`src/rtl/parity_sched_pkg.sv`:
```
// parity_sched_pkg: shared widths, FSM state encoding and parity mode constants
package parity_sched_pkg;
    localparam int DATA_W  = 7;
    localparam int FRAME_W = 8;
    typedef enum logic [1:0] {
        ST_IDLE  = 2'd0,
        ST_SHIFT = 2'd1,
        ST_GAP   = 2'd2
    } state_t;
    localparam logic PAR_EVEN = 1'b0;
    localparam logic PAR_ODD  = 1'b1;
endpackage

```
`src/rtl/parity_frame_gen.sv`:
```
// parity_frame_gen: builds {data, parity} with even or odd parity
module parity_frame_gen
    import parity_sched_pkg::*;
(
    input  logic [DATA_W-1:0]  data,
    input  logic               odd,
    output logic [FRAME_W-1:0] frame
);
    assign frame = {data, (odd == PAR_ODD) ? ~^data : ^data};
endmodule

```
`src/rtl/parity_tx_sched.sv`:
```
// parity_tx_sched: round-robin parity frame serializer; TX_FRAME_CNT_EN adds frame_cnt
module parity_tx_sched
    import parity_sched_pkg::*;
#(
    parameter int NUM_REQ    = 2,
    parameter int GAP_CYCLES = 1
) (
    input  logic                    clk,
    input  logic                    rst,
    input  logic [NUM_REQ-1:0]      req_valid,
    input  logic [7*NUM_REQ-1:0]    req_data,
    input  logic [NUM_REQ-1:0]      req_odd,
    output logic [NUM_REQ-1:0]      req_ready,
    output logic                    ser_out,
    output logic                    ser_valid,
    output logic                    ser_last,
    output logic [1:0]              ser_src,
    output logic                    busy
`ifdef TX_FRAME_CNT_EN
    , output logic [15:0]           frame_cnt
`endif
);
    state_t               state_q, state_d;
    logic [1:0]           rr_ptr_q, rr_ptr_d, ser_src_q, ser_src_d, g;
    logic [FRAME_W-1:0]   shreg_q, shreg_d, frame;
    logic [3:0]           cnt_q, cnt_d;
    logic                 ser_out_q, ser_out_d, ser_valid_q, ser_valid_d, ser_last_q, ser_last_d;
    logic                 found, sel_odd;
    logic [DATA_W-1:0]    sel_data;

    // search order starts just after the last winner
    always_comb begin
        found    = 1'b0;
        g        = 2'd0;
        sel_data = '0;
        sel_odd  = 1'b0;
        for (int k = 1; k <= NUM_REQ; k++) begin
            for (int i = 0; i < NUM_REQ; i++) begin
                if (!found && req_valid[i] && ((int'(rr_ptr_q) + k) % NUM_REQ) == i) begin
                    found    = 1'b1;
                    g        = 2'(i);
                    sel_data = req_data[7*i +: 7];
                    sel_odd  = req_odd[i];
                end
            end
        end
    end

    parity_frame_gen u_gen (
        .data  (sel_data),
        .odd   (sel_odd),
        .frame (frame)
    );

    assign req_ready = (state_q == ST_IDLE && found) ? (NUM_REQ'(1) << g) : '0;

    always_comb begin
        state_d     = state_q;
        rr_ptr_d    = rr_ptr_q;
        ser_src_d   = ser_src_q;
        shreg_d     = shreg_q;
        cnt_d       = cnt_q;
        ser_out_d   = 1'b0;
        ser_valid_d = 1'b0;
        ser_last_d  = 1'b0;
        if (state_q == ST_IDLE && found) begin
            state_d     = ST_SHIFT;
            shreg_d     = frame << 1;
            ser_src_d   = g;
            rr_ptr_d    = g;
            cnt_d       = 4'd7;
            ser_out_d   = frame[7];
            ser_valid_d = 1'b1;
        end else if (state_q == ST_SHIFT && cnt_q != 4'd0) begin
            shreg_d     = shreg_q << 1;
            cnt_d       = cnt_q - 4'd1;
            ser_out_d   = shreg_q[7];
            ser_valid_d = 1'b1;
            ser_last_d  = (cnt_q == 4'd1);
        end else if (state_q == ST_SHIFT) begin
            state_d = (GAP_CYCLES > 0) ? ST_GAP : ST_IDLE;
            cnt_d   = 4'(GAP_CYCLES - 1);
        end else if (state_q == ST_GAP) begin
            state_d = (cnt_q == 4'd0) ? ST_IDLE : ST_GAP;
            cnt_d   = cnt_q - 4'd1;
        end
    end

    always_ff @(posedge clk) begin
        if (rst) begin
            state_q     <= ST_IDLE;
            rr_ptr_q    <= 2'(NUM_REQ - 1);
            ser_src_q   <= 2'd0;
            shreg_q     <= '0;
            cnt_q       <= 4'd0;
            ser_out_q   <= 1'b0;
            ser_valid_q <= 1'b0;
            ser_last_q  <= 1'b0;
        end else begin
            state_q     <= state_d;
            rr_ptr_q    <= rr_ptr_d;
            ser_src_q   <= ser_src_d;
            shreg_q     <= shreg_d;
            cnt_q       <= cnt_d;
            ser_out_q   <= ser_out_d;
            ser_valid_q <= ser_valid_d;
            ser_last_q  <= ser_last_d;
        end
    end

    assign ser_out   = ser_out_q;
    assign ser_valid = ser_valid_q;
    assign ser_last  = ser_last_q;
    assign ser_src   = ser_src_q;
    assign busy      = (state_q != ST_IDLE);

`ifdef TX_FRAME_CNT_EN
    logic [15:0] frame_cnt_q, frame_cnt_d;
    always_comb frame_cnt_d = frame_cnt_q + {15'd0, ser_last_q};
    always_ff @(posedge clk) begin
        if (rst) frame_cnt_q <= 16'd0;
        else     frame_cnt_q <= frame_cnt_d;
    end
    assign frame_cnt = frame_cnt_q;
`endif
endmodule

```
`config.mk`:
```
export PLATFORM = sky130hd
export DESIGN_NAME = parity_tx_sched
export DESIGN_NICKNAME = d
export VERILOG_FILES = /design/src/rtl/parity_sched_pkg.sv /design/src/rtl/parity_frame_gen.sv /design/src/rtl/parity_tx_sched.sv
export SDC_FILE = /design/constraint.sdc
export NUM_CORES = 1
export LEC_CHECK = 0
export CAP_MARGIN = 20
export CORE_MARGIN = 4
export CORE_UTILIZATION = 47
export CTS_BUF_LIST = sky130_fd_sc_hd__clkbuf_4 sky130_fd_sc_hd__clkbuf_8 sky130_fd_sc_hd__clkbuf_16
export DETAILED_ROUTE_END_ITERATION = 7
export GPL_TIMING_DRIVEN = 1
export HOLD_SLACK_MARGIN = 0.15
export PLACE_DENSITY = 0.78
export SYNTH_ARGS = -nofsm -noshare
export SYNTH_HDL_FRONTEND = slang
export SYNTH_SLANG_ARGS = --single-unit
export TNS_END_PERCENT = 1
```
`constraint.sdc`:
```
create_clock -name clk -period 2.3 [get_ports clk]
set_clock_uncertainty 0.2 [all_clocks]
set_input_delay 0.46 -clock clk [delete_from_list [all_inputs] [get_ports clk]]
set_output_delay 0.46 -clock clk [all_outputs]
set_load 0.005 [all_outputs]
```
* Word level (Yosys, flattened, before mapping)
Cells that the tools add are included. Widths: inputs -> output; s select.
Word-level totals: word-level logic and storage cells 84, output and inout bits 8, register bits 19
Operators by class: bitwise operators 3, multiplexer cells 32, shift operators 1, reductions and logical operators 29, add/subtract/negate cells 3, eq/ne operators 6
Operators with widths (count):
- $logic_not 32->1 | 2
- $mux 7 | 4
- $mux 1 | 16
- $mux 8 | 2
- $mux 2 | 6
- $mux 4 | 3
- $logic_and 1x1->1 | 9
- $reduce_bool 4->1 | 2
- $reduce_xnor 7->1 | 1
- $reduce_xor 7->1 | 1
- $eq 2x2->1 const B | 3
- $reduce_bool 2->1 | 3
- $reduce_bool 3->1 | 2
- $eq 4x1->1 const B | 1
- $logic_not 4->1 | 1
- $reduce_and 2->1 | 2
- $sub 4x1->4 const B | 1
- $logic_not 1->1 | 3
- $mux 3 | 1
- $reduce_or 3->1 | 1
- $add 1x1->1 const B | 2
- $and 1x1->1 const A | 2
- $eq 2x1->1 const B | 1
- $logic_not 2->1 | 1
- other kinds (4) | 4

* Depth between registers and ports, before layout
depth after elaboration 20, depth in mapped cells 9

* Modules after synthesis
From an unflattened synthesis, not the netlist that was laid out.
Second synthesis, totals: cell total of the unflattened synthesis 128, area, all modules 1131.1 sq um
By module, submodules not included:
- parity_tx_sched | times used 1, area an instance 1017.2 sq um, cells each 114
- parity_frame_gen | times used 1, area an instance 113.9 sq um, cells each 14

* Worst setup path after synthesis
OpenSTA, ideal clock, no wires.
kind input to register, start input req_valid[0], end register shreg_q[1], setup time 84 ps, cell stages on the path 6, path slack 418 ps, data arrival time 1597 ps, buffers on the path 3, cells stage by stage buf_2 -> o21ai_0 -> buf_2 -> buf_4 -> nand4b_1 -> o31ai_2
On the way: longest elaborated chain between the ends 17
Ends and longest elaborated chain:
- start, declared | line parity_tx_sched.sv:10 | input logic [NUM_REQ-1:0] req_valid,
- $logic_and 1x1->1 | line parity_tx_sched.sv:39 | if (!found && req_valid[i] && ((int'(rr_ptr_q) + k) % NUM_REQ) == i) begin
- $mux 1 | line parity_tx_sched.sv:39
- $logic_not 1->1 | line parity_tx_sched.sv:39
- $logic_and 1x1->1 (2 in a row) | line parity_tx_sched.sv:39
- $mux 1 | line parity_tx_sched.sv:39
- $logic_not 1->1 | line parity_tx_sched.sv:39
- $logic_and 1x1->1 (2 in a row) | line parity_tx_sched.sv:39
- $mux 1 | line parity_tx_sched.sv:39
- $logic_not 1->1 | line parity_tx_sched.sv:39
- $logic_and 1x1->1 (2 in a row) | line parity_tx_sched.sv:39
- $mux 7 | line parity_tx_sched.sv:39
- $reduce_xor 7->1 / $reduce_xnor 7->1 (equally long branches) | line parity_frame_gen.sv:9 | assign frame = {data, (odd == PAR_ODD) ? ~^data : ^data};
- $mux 1 | line parity_frame_gen.sv:9
- $mux 8 | line parity_tx_sched.sv:66 | if (state_q == ST_IDLE && found) begin
- end signal, assigned | line parity_tx_sched.sv:103 | shreg_q <= shreg_d;
- end, declared | line parity_tx_sched.sv:25 | logic [FRAME_W-1:0] shreg_q, shreg_d, frame;
Several ways; a longest one is shown, not always the timed one. A chain may end at the register's enable or synchronous reset.

* Final worst setup path
start register state_q[0], end output busy
On the way: longest elaborated chain between the ends 1
Ends and longest elaborated chain:
- start, declared | line parity_tx_sched.sv:23 | state_t state_q, state_d;
- start signal, assigned | line parity_tx_sched.sv:100 | state_q <= state_d;
- $reduce_bool 2->1 | line parity_tx_sched.sv:115 | assign busy = (state_q != ST_IDLE);
- end, declared | line parity_tx_sched.sv:18 | output logic busy
No other way between the ends.

==> results.tsv <==
metric	value	unit
maxSlewViolCount	0	
fin_nets	175	
nFillCells	172	
wire_per_inst	13.4	um
syn_avg_cell_area	8.67	um2
layout-drive-gt1-share	12.8	%
grt_pass1_vias	877	
synth_nets	145	
maxSlewHeadroom	66.0	%
ctsResizeCount	3	
max_cap_viol_count	0	
syn_area	1030	um2
cts_tree	yes	
antenna_found_initial	0	
start_util	51.1	%
worstSetupEndpointType	primary output	
p_leak	0.532	nW
dpl.hpwl	1780	um
grt_setup_unrepaired	false	
fin_crit_sh	95.7	%
fp-row-count	16	
fin_setup_tns	0	ps
status	finished, final reports clean	
worstReg2RegStart	state_q[1]	
grt_max_degree	25	
io_buffers	26	
setup_viol	0	
yosysTopAreaCell	dfxtp_1	
stdcell_count	175	
critical_path.endpoint	busy	
cp-start-kind	flop	
cts_num_sinks	18	
reg2reg_slack	450	ps
clkTransAtPathRegs	100	ps
synth_top_area_share	34.9	%
critPathLaunch	state_q[0]	
die_area	3010	um2
chipWidth	54.9	um
final_hold_viol_count	0	
arrival	1540	ps
cts_buffers	3	
regArea	362	um2
cp_max_fo	4	
postSynthCellCount	119	
boundaryPins	28	
r2r_cells	8	
grt.total_usage	17.6	%
hold_ws	297	ps
period_needed	2200	ps
area_growth	33.8	%
crit_type	flop to primary output	
synthDistinctLibCells	36	
ys_ff_latch	18	
cts_hold_buffers	0	
n_antenna_cell	0	
reg2reg_to	cnt_q[2]	
drt_iter0_drc	19	
clk_path_buf_depth	2	
core_region_area	2020	um2
post_synth_main_area_contributors	dfxtp_1 (35%), ha_1 (7.3%), a32oi_1 (6.8%), xnor2_1 (5.1%), a21oi_1 (4.4%)	
layout_commonest_cell	clkdlybuf4s50_1	
ant_nets	0	
grt_overflow	0	
cts_max_level	1	
yosysSeqAreaShare	34.9	%
vias	937	
yosys_warnings	0	
max_freq	0.454	GHz
die_h	54.9	um
dp.cells	171	
drt_wl_total	2340	um
power.density	739	nW/um2
final_cell_mix	clkdlybuf4s50_1 (23), dfxtp_1 (17), nand2_1 (11), a21oi_1 (9), a32oi_1 (8)	
clkLatencyLatePin	300	ps
cts-root-buf	clkbuf_4	
ir_worst_vdd	0.000477	V
grt_pass1_wl	3740	um
min_path_type	flop to flop	
cp.required	1640	ps
gp_congestion	0.886	
viasPerCell	5.35	
worst_pin_slew	509	ps
multi_input_area	598	um2
postCtsSetupRepairBufs	0	
first_pass_iters	4	
drc	0	
-- stage by stage --
| step | util [%] | instance area, um2 | setup slack (ps) | power, mW |
|---|---|---|---|---|
| detailed placement | 66.6 | 1350 | -144 | 0.833 |
| CTS | 68.3 | 1380 | 96.0 | 1.03 |
| global route | 68.3 | 1380 | 0.454 | 1.10 |
| finish | 68.3 | 1380 | 98.8 | 1.02 |
| global placement | 66.6 | 1350 | -143 | 0.819 |
| floorplan | - | 1030 | 418 | 0.684 |
-- how the worst min path moves through the flow --
stage,startpoint,to,slack [ps],cells past startpoint
after CTS,shreg_q[7],shreg_q[7],300,2
after detailed placement,shreg_q[2],shreg_q[2],270,2
after floorplan,shreg_q[4],shreg_q[4],260,2
after global placement,ser_src[0],ser_src[0],270,2
final,shreg_q[4],shreg_q[4],300,2
after global routing,shreg_q[2],shreg_q[2],330,2
-- critical path, stage by stage, from the launching register on --
cell	delay, ps
dfxtp_1	350
inv_1	80
ha_1	260
inv_1	70
clkdlybuf4s50_1	490
-- cell type report --
cell class	count	share of cell area, %
clock buffers	4	2.63
inverters	6	1.63
multi-input cells	86	43.3
flip-flops and latches	18	26.2
well taps	27	2.45
repair buffers	34	23.8
-- logic make-up after synthesis --
group	Yosys count	synth area share (%)
xor+xnor	9	7.64
mux	1	1.09
flops	18	34.9
other cells	1	0.363
buf+inv	15	7.15
compound gates	30	22.2
simple gates	39	19.4
fa+ha+maj	6	7.27
-- registers in the layout (all words and copies together) (netlist names) --
register   count
state_q        2
ser_src        1
ser_out        1
rr_ptr_q       1
ser_valid      1
ser_last       1
shreg_q        7
cnt_q          4
-- Yosys cell counts, drive strengths merged --
library cell	n
a211o	1
a211oi	1
a21boi	1
a21o	1
a21oi	9
a311oi	5
a32oi	8
and2	1
and3	2
buf	6
clkbuf	3
conb	1
dfxtp	18
ha	6
inv	6
mux2	1
nand2	11
nand2b	2
nand3	5
nand4b	1
nor2	5
nor2b	5
nor3	4
nor3b	1
nor4b	1
o21a	1
o21ai	1
o22a	1
o31ai	1
or2	1
xnor2	6
xor2	3
-- where the power goes --
group | internal [mW] | total (mW) | switching, mW | leakage [nW]
registers | 0.367 | 0.400 | 0.0335 | 0.149
clock network | 0.0966 | 0.195 | 0.0987 | 0.0210
logic | 0.213 | 0.425 | 0.212 | 0.362
-- layer usage --
metal	GRT usage [%]	vias up	part of all wire, %
met5	0	-	0
met4	6.64	0	1.8
met3	5.72	4	3.3
met2	28.0	19	49
met1	21.8	435	46
li1	-	479	-
(Power assumes the default switching activity.)
==> RTL edit 1: new RTL, same flow settings <==
Set the parameter `NUM_REQ` to 4 (it was 2).
--- a/src/rtl/parity_tx_sched.sv
+++ b/src/rtl/parity_tx_sched.sv
@@ -4,3 +4,3 @@
 #(
-    parameter int NUM_REQ    = 2,
+    parameter int NUM_REQ    = 4,
     parameter int GAP_CYCLES = 1
Interface: changed (resized req_data, req_odd, req_ready and req_valid); port bits go from 28 to 48. No check against the original RTL was run, so the function may have changed too.
==> RTL edit 1 against the unedited design <==
  * Sequential cell count up 2
  * Power rose by 110%
  * Register-to-register slack worse by 1.1 ns
  * Combinational power grew to 3.2 times the old value
  * Setup slack lost 0.80 ns
  * The flow now finishes with violations (setup timing)
  * Largest cell class unchanged
  * Utilization up 14 points
  * Synthesized area grew 130%
  * First-iteration DRC count grew to 22 times the old value
  * Final area rose to 2.9 times the old value
  * Maximum frequency down 27%
  * Synthesized cell count grew to 2.8 times the old value
  * Wire length grew to 4.4 times the old value
  * Sequential share of layout area decreased by 16 points
==> RTL edit 1: results (changes against the unedited design) <==
Global route
  – Number of global-route vias before repair: 3379 (+290%)
  – Met2 usage: 55.4% (+27 points)
  – GR Layer Usage met1: 42.7% (+21 points)
  – GRT Total Usage: 33.3% (+16 points)

Run status
  – Violated checks: setup timing
  – Status: complete, but fails checks

Logic synthesis
  – Syn Nets: 375 (+160%)
  – Seq/Total Area, Yosys: 16.9% (-18 points)
  – Commonest cells post-synth: nor2_1 (44), nand2_1 (36), a21oi_1 (20), dfxtp_1 (20), o22ai_1 (19)

Worst hold path
  – Sink of the worst hold path: ser_src[1]$_SDFFE_PP0P_
  – Hold path startpoint: ser_src[1]$_SDFFE_PP0P_

Final layout
  – Largest regs: shreg_q (7), cnt_q (4)
  – Share of cells above drive strength 1: 36.3% (+23 points)

Clock tree
  – Root Driver: clkbuf_8
  – Clk_lat worst skew: 0.26 ns (-0.04 ns)

STA
  – Endpoints failing setup: 11 (+11)
  – Final WS setup: -0.700 ns (-0.799 ns)
  – Worst slew pin tran: 0.430 ns (-0.0788 ns)

Setup path
  – Slowest CP cell: xnor3_1
  – Family with the most delay on the worst path: simple AND/OR/NAND/NOR gates
  – Reg2Reg Depth: 11 (+3)
  – Startpoint of the worst register-to-register path: rr_ptr_q[1]$_SDFFE_PP1P_

Drt
  – Met1 WL: 4330 um (+300%)
  – Met2 WL: 4760 um (+310%)
  – DR pass1 iterations: 5 (+1)

Pwr
  – Int Power: 1.28 mW (+90%)

Place
  – GPL Wtd Cong: 0.992 (+12%)
  – Dpl hpwl: 7890 um (+340%)
  – IO buf count: 47 (+81%)
[RTL edit 1: cell count changes in the layout (fill, tap and decap cells not counted), moves of 5 or more]
cell             change
a21oi_1              +9
a22oi_1             +10
a32oi_1              -5
buf_4              +108
buf_6                +7
clkdlybuf4s50_1     +16
nand2_1             +25
nand3_1             +10
nor2_1              +38
o221ai_1             +5
o22ai_1             +18
[RTL edit 1: layout make-up]
type                       instances  area (sq um)
tap                               67          83.8
inverter                           9          33.8
sequential                        20           408
fill                             327           848
clock buffer                       4          55.1
timing repair buffer             170          1420
multi-input combinational        277          1930
[RTL edit 1: metrics by stage]
| step | hold slack, ns | instances | setup TNS, ns |
|---|---|---|---|
| 2_1_floorplan | 0.253 | 331 | -2.41 |
| 3_3_place_gp | 0.247 | 535 | -11.26 |
| 3_5_place_dp | 0.263 | 535 | -12.40 |
| 4_1_cts | 0.277 | 540 | -3.22 |
| 5_1_grt | 0.305 | 547 | -4.65 |
| 6_report | 0.273 | 547 | -3.47 |
[RTL edit 1: cell families after synthesis]
kind of cell               Yosys count  synth area share (%)
buffers and inverters               34                  6.46
DFF                                 20                  16.9
xor gates and xnor gates             6                  3.12
adders and majority gates            6                  3.18
muxes                                1                 0.477
AOI/OAI and AO/OA                  109                  35.3
and+or+nand+nor                    155                  34.5
[RTL edit 1: power by group through the flow]
stage	sequential [mW]	combinational (mW)	clock (mW)
finish	0.462	1.38	0.269
global route	0.467	1.48	0.292
CTS	0.460	1.32	0.267
detailed placement	0.465	1.27	0
global placement	0.459	1.24	0
floorplan	0.444	0.742	0
[RTL edit 1: worst reg2reg max path: cells and delay by family, from the launching register on]
kind | cells | cell delay [ns]
buf+inv | 1 | 0.12
xor+xnor | 2 | 0.65
flops | 1 | 0.37
simple gates | 4 | 0.87
compound gates | 4 | 0.67
[RTL edit 1: worst max path at each step]
stage,slack (ns),end,depth (start not counted),from
2_1_floorplan,-0.72,shreg_q[1]$_SDFFE_PP0P_,12,req_valid[1]
3_3_place_gp,-1.11,shreg_q[1]$_SDFFE_PP0P_,12,req_valid[3]
3_5_place_dp,-1.17,req_ready[3],8,req_valid[3]
4_1_cts,-0.65,shreg_q[1]$_SDFFE_PP0P_,11,rr_ptr_q[1]$_SDFFE_PP1P_
5_1_grt,-0.76,shreg_q[1]$_SDFFE_PP0P_,11,rr_ptr_q[1]$_SDFFE_PP1P_
6_report,-0.70,shreg_q[1]$_SDFFE_PP0P_,12,req_valid[2]
[RTL edit 1: repair_timing]
action / CTS / global route
setup buffers: 1 / 7
hold endpoints to repair: 0 / 0
gates resized for setup: 44 / 14
endpoints found under the setup margin: 16 / 12
pin swaps: 10 / 9
==> RTL edit 2: new RTL, config.mk and constraints unchanged <==
Without the edit above. The 3 states of `state_t` get a one-hot encoding in 3 bits.
--- a/src/rtl/parity_sched_pkg.sv
+++ b/src/rtl/parity_sched_pkg.sv
@@ -4,6 +4,6 @@
     localparam int FRAME_W = 8;
-    typedef enum logic [1:0] {
-        ST_IDLE  = 2'd0,
-        ST_SHIFT = 2'd1,
-        ST_GAP   = 2'd2
+    typedef enum logic [2:0] {
+        ST_IDLE  = 3'b001,
+        ST_SHIFT = 3'b010,
+        ST_GAP   = 3'b100
     } state_t;
Function: same outputs for any inputs over 10 cycles, from zero or initial values and one cycle with rst high; not proved beyond that.
==> RTL edit 2 against the unedited design <==
  * Setup slack got worse by 0.054 ns
  * Final area rose by 7.3%
  * Highest routed layer unchanged
  * Utilization rose by 5.0 points
  * Wire length rose by 0.68%
  * Synthesized area fell by 1.1%
  * Largest cell class unchanged
  * Power fell by 5.8%
  * Sequential cell count rose by 1
  * Largest power group is now registers
  * Register-to-register slack got worse by 0.31 ns
==> RTL edit 2: results (changes against the unedited design) <==
Global route
  – Met2 usage: 30.5% (+2.6 points)
  – Largest net degree at the start of global routing: 16 (-36%)
  – GRT Total Usage: 18.2% (+0.57 points)
  – First-pass GRT wire length: 3990 um (+6.7%)
  – GR Util met3: 4.63% (-1.1 points)

Pwr
  – P_leak: 0.582 nW (+9.5%)
  – Psw: 0.313 mW (-9.2%)
  – Max VDD drop: 0.498 mV (+4.3%)
  – Power per standard cell area: 648 nW/um^2 (-12%)
  – P_clk: 0.169 mW (-13%)

Drt
  – Initial DRC Count: 18 (-1)
  – Routed length on met3: 154 um (+97%)
  – Met2 WL: 1140 um (-0.87%)
  – WL per Instance: 12.4 um (-7.3%)
  – Drt via density: 5.41 (+1.1%)
  – Met1 WL: 1020 um (-4.6%)

Run status
  – Status: completed

Setup path
  – Startpoint of the worst register-to-register path: cnt_q[0]$_SDFFE_PP0P_
  – R2R Setup Slk: 0.14 ns (-0.31 ns)
  – Crit path from: req_valid[0]
  – WP data arrival: 1.60 ns (+0.06 ns)

Place
  – Placed cell areas: 1400 sq um (+4.2%)
  – GPL Wtd Cong: 0.773 (-13%)
  – Dpl hpwl: 1850 um (+3.5%)
  – Placed Cells: 183 (+7.0%)

Logic synthesis
  – Largest cells by area after synthesis: dfxtp_1 (37%), nor2_1 (9.6%), a32oi_1 (6.9%)
  – Mean Syn Cell Area: 8.44 sq um (-2.7%)
  – Seq/Total Area, Yosys: 37.3% (+2.3 points)
  – Syn Nets: 143 (-1.4%)

Final layout
  – Largest regs: shreg_q (7), cnt_q (4), state_q (3)
  – Share of cells above drive strength 1: 23.3% (+10 points)
  – Layout Nets: 186 (+6.3%)

STA
  – Final hold slack: 0.328 ns (+0.0310 ns)
  – Worst slew pin tran: 0.510 ns (+0.00150 ns)
## RTL edit 2: cell types whose count changed after synthesis, moves of 3 or more
cell      delta
nor2_1      +21
o21ai_0      +3
a221oi_1     +5
inv_1        -3
xor2_1       -3
nor2b_1      -5
ha_1         -4
a311oi_1     -5
nand3_1      -5
nor3_1       -3
nand2_1      -6
## RTL edit 2: how the worst max path moves through the flow
stage / slack, ns / to / cells after the start
floorplan: 0.16 / shreg_q[7]$_SDFFE_PP0P_ / 8
global placement: -0.16 / req_ready[1] / 4
detailed placement: -0.23 / req_ready[1] / 4
CTS: -0.002 / req_ready[0] / 4
global route: -0.003 / req_ready[1] / 4
finish: 0.04 / req_ready[1] / 4
## RTL edit 2: critical path, cell delays in order
cell and delay, ns:
dlygate4sd2_1 0.28, a21boi_2 0.17, and3_1 0.18, clkdlybuf4s50_1 0.50
## RTL edit 2: cell families (layout without fill, tap and decap cells)
logic type / Yosys count / after routing / share of synthesized area (%)
fa+ha+maj: 2 / 2 / 2.45
buf+inv: 12 / 54 / 5.64
flops: 19 / 19 / 37.3
other cells: 1 / 1 / 0.367
compound gates: 31 / 31 / 22.9
xor+xnor: 8 / 8 / 6.86
mux: 3 / 3 / 3.19
simple gates: 45 / 45 / 21.3
## RTL edit 2: what timing repair did
action	CTS	global route
pin swaps	1	0
resized for setup	6	7
gates cloned	0	0
setup buffers	0	3
setup endpoints to repair	3	8
## RTL edit 2: area by class of cell
class	count	area (sq um)
Sequential cell	19	388
Tap cell	27	33.8
Multi-Input combinational cell	90	604
Clock buffer	3	22.5
Fill cell	151	539
Inverter	3	11.3
Timing Repair Buffer	47	418
Clock inverter	1	5.00
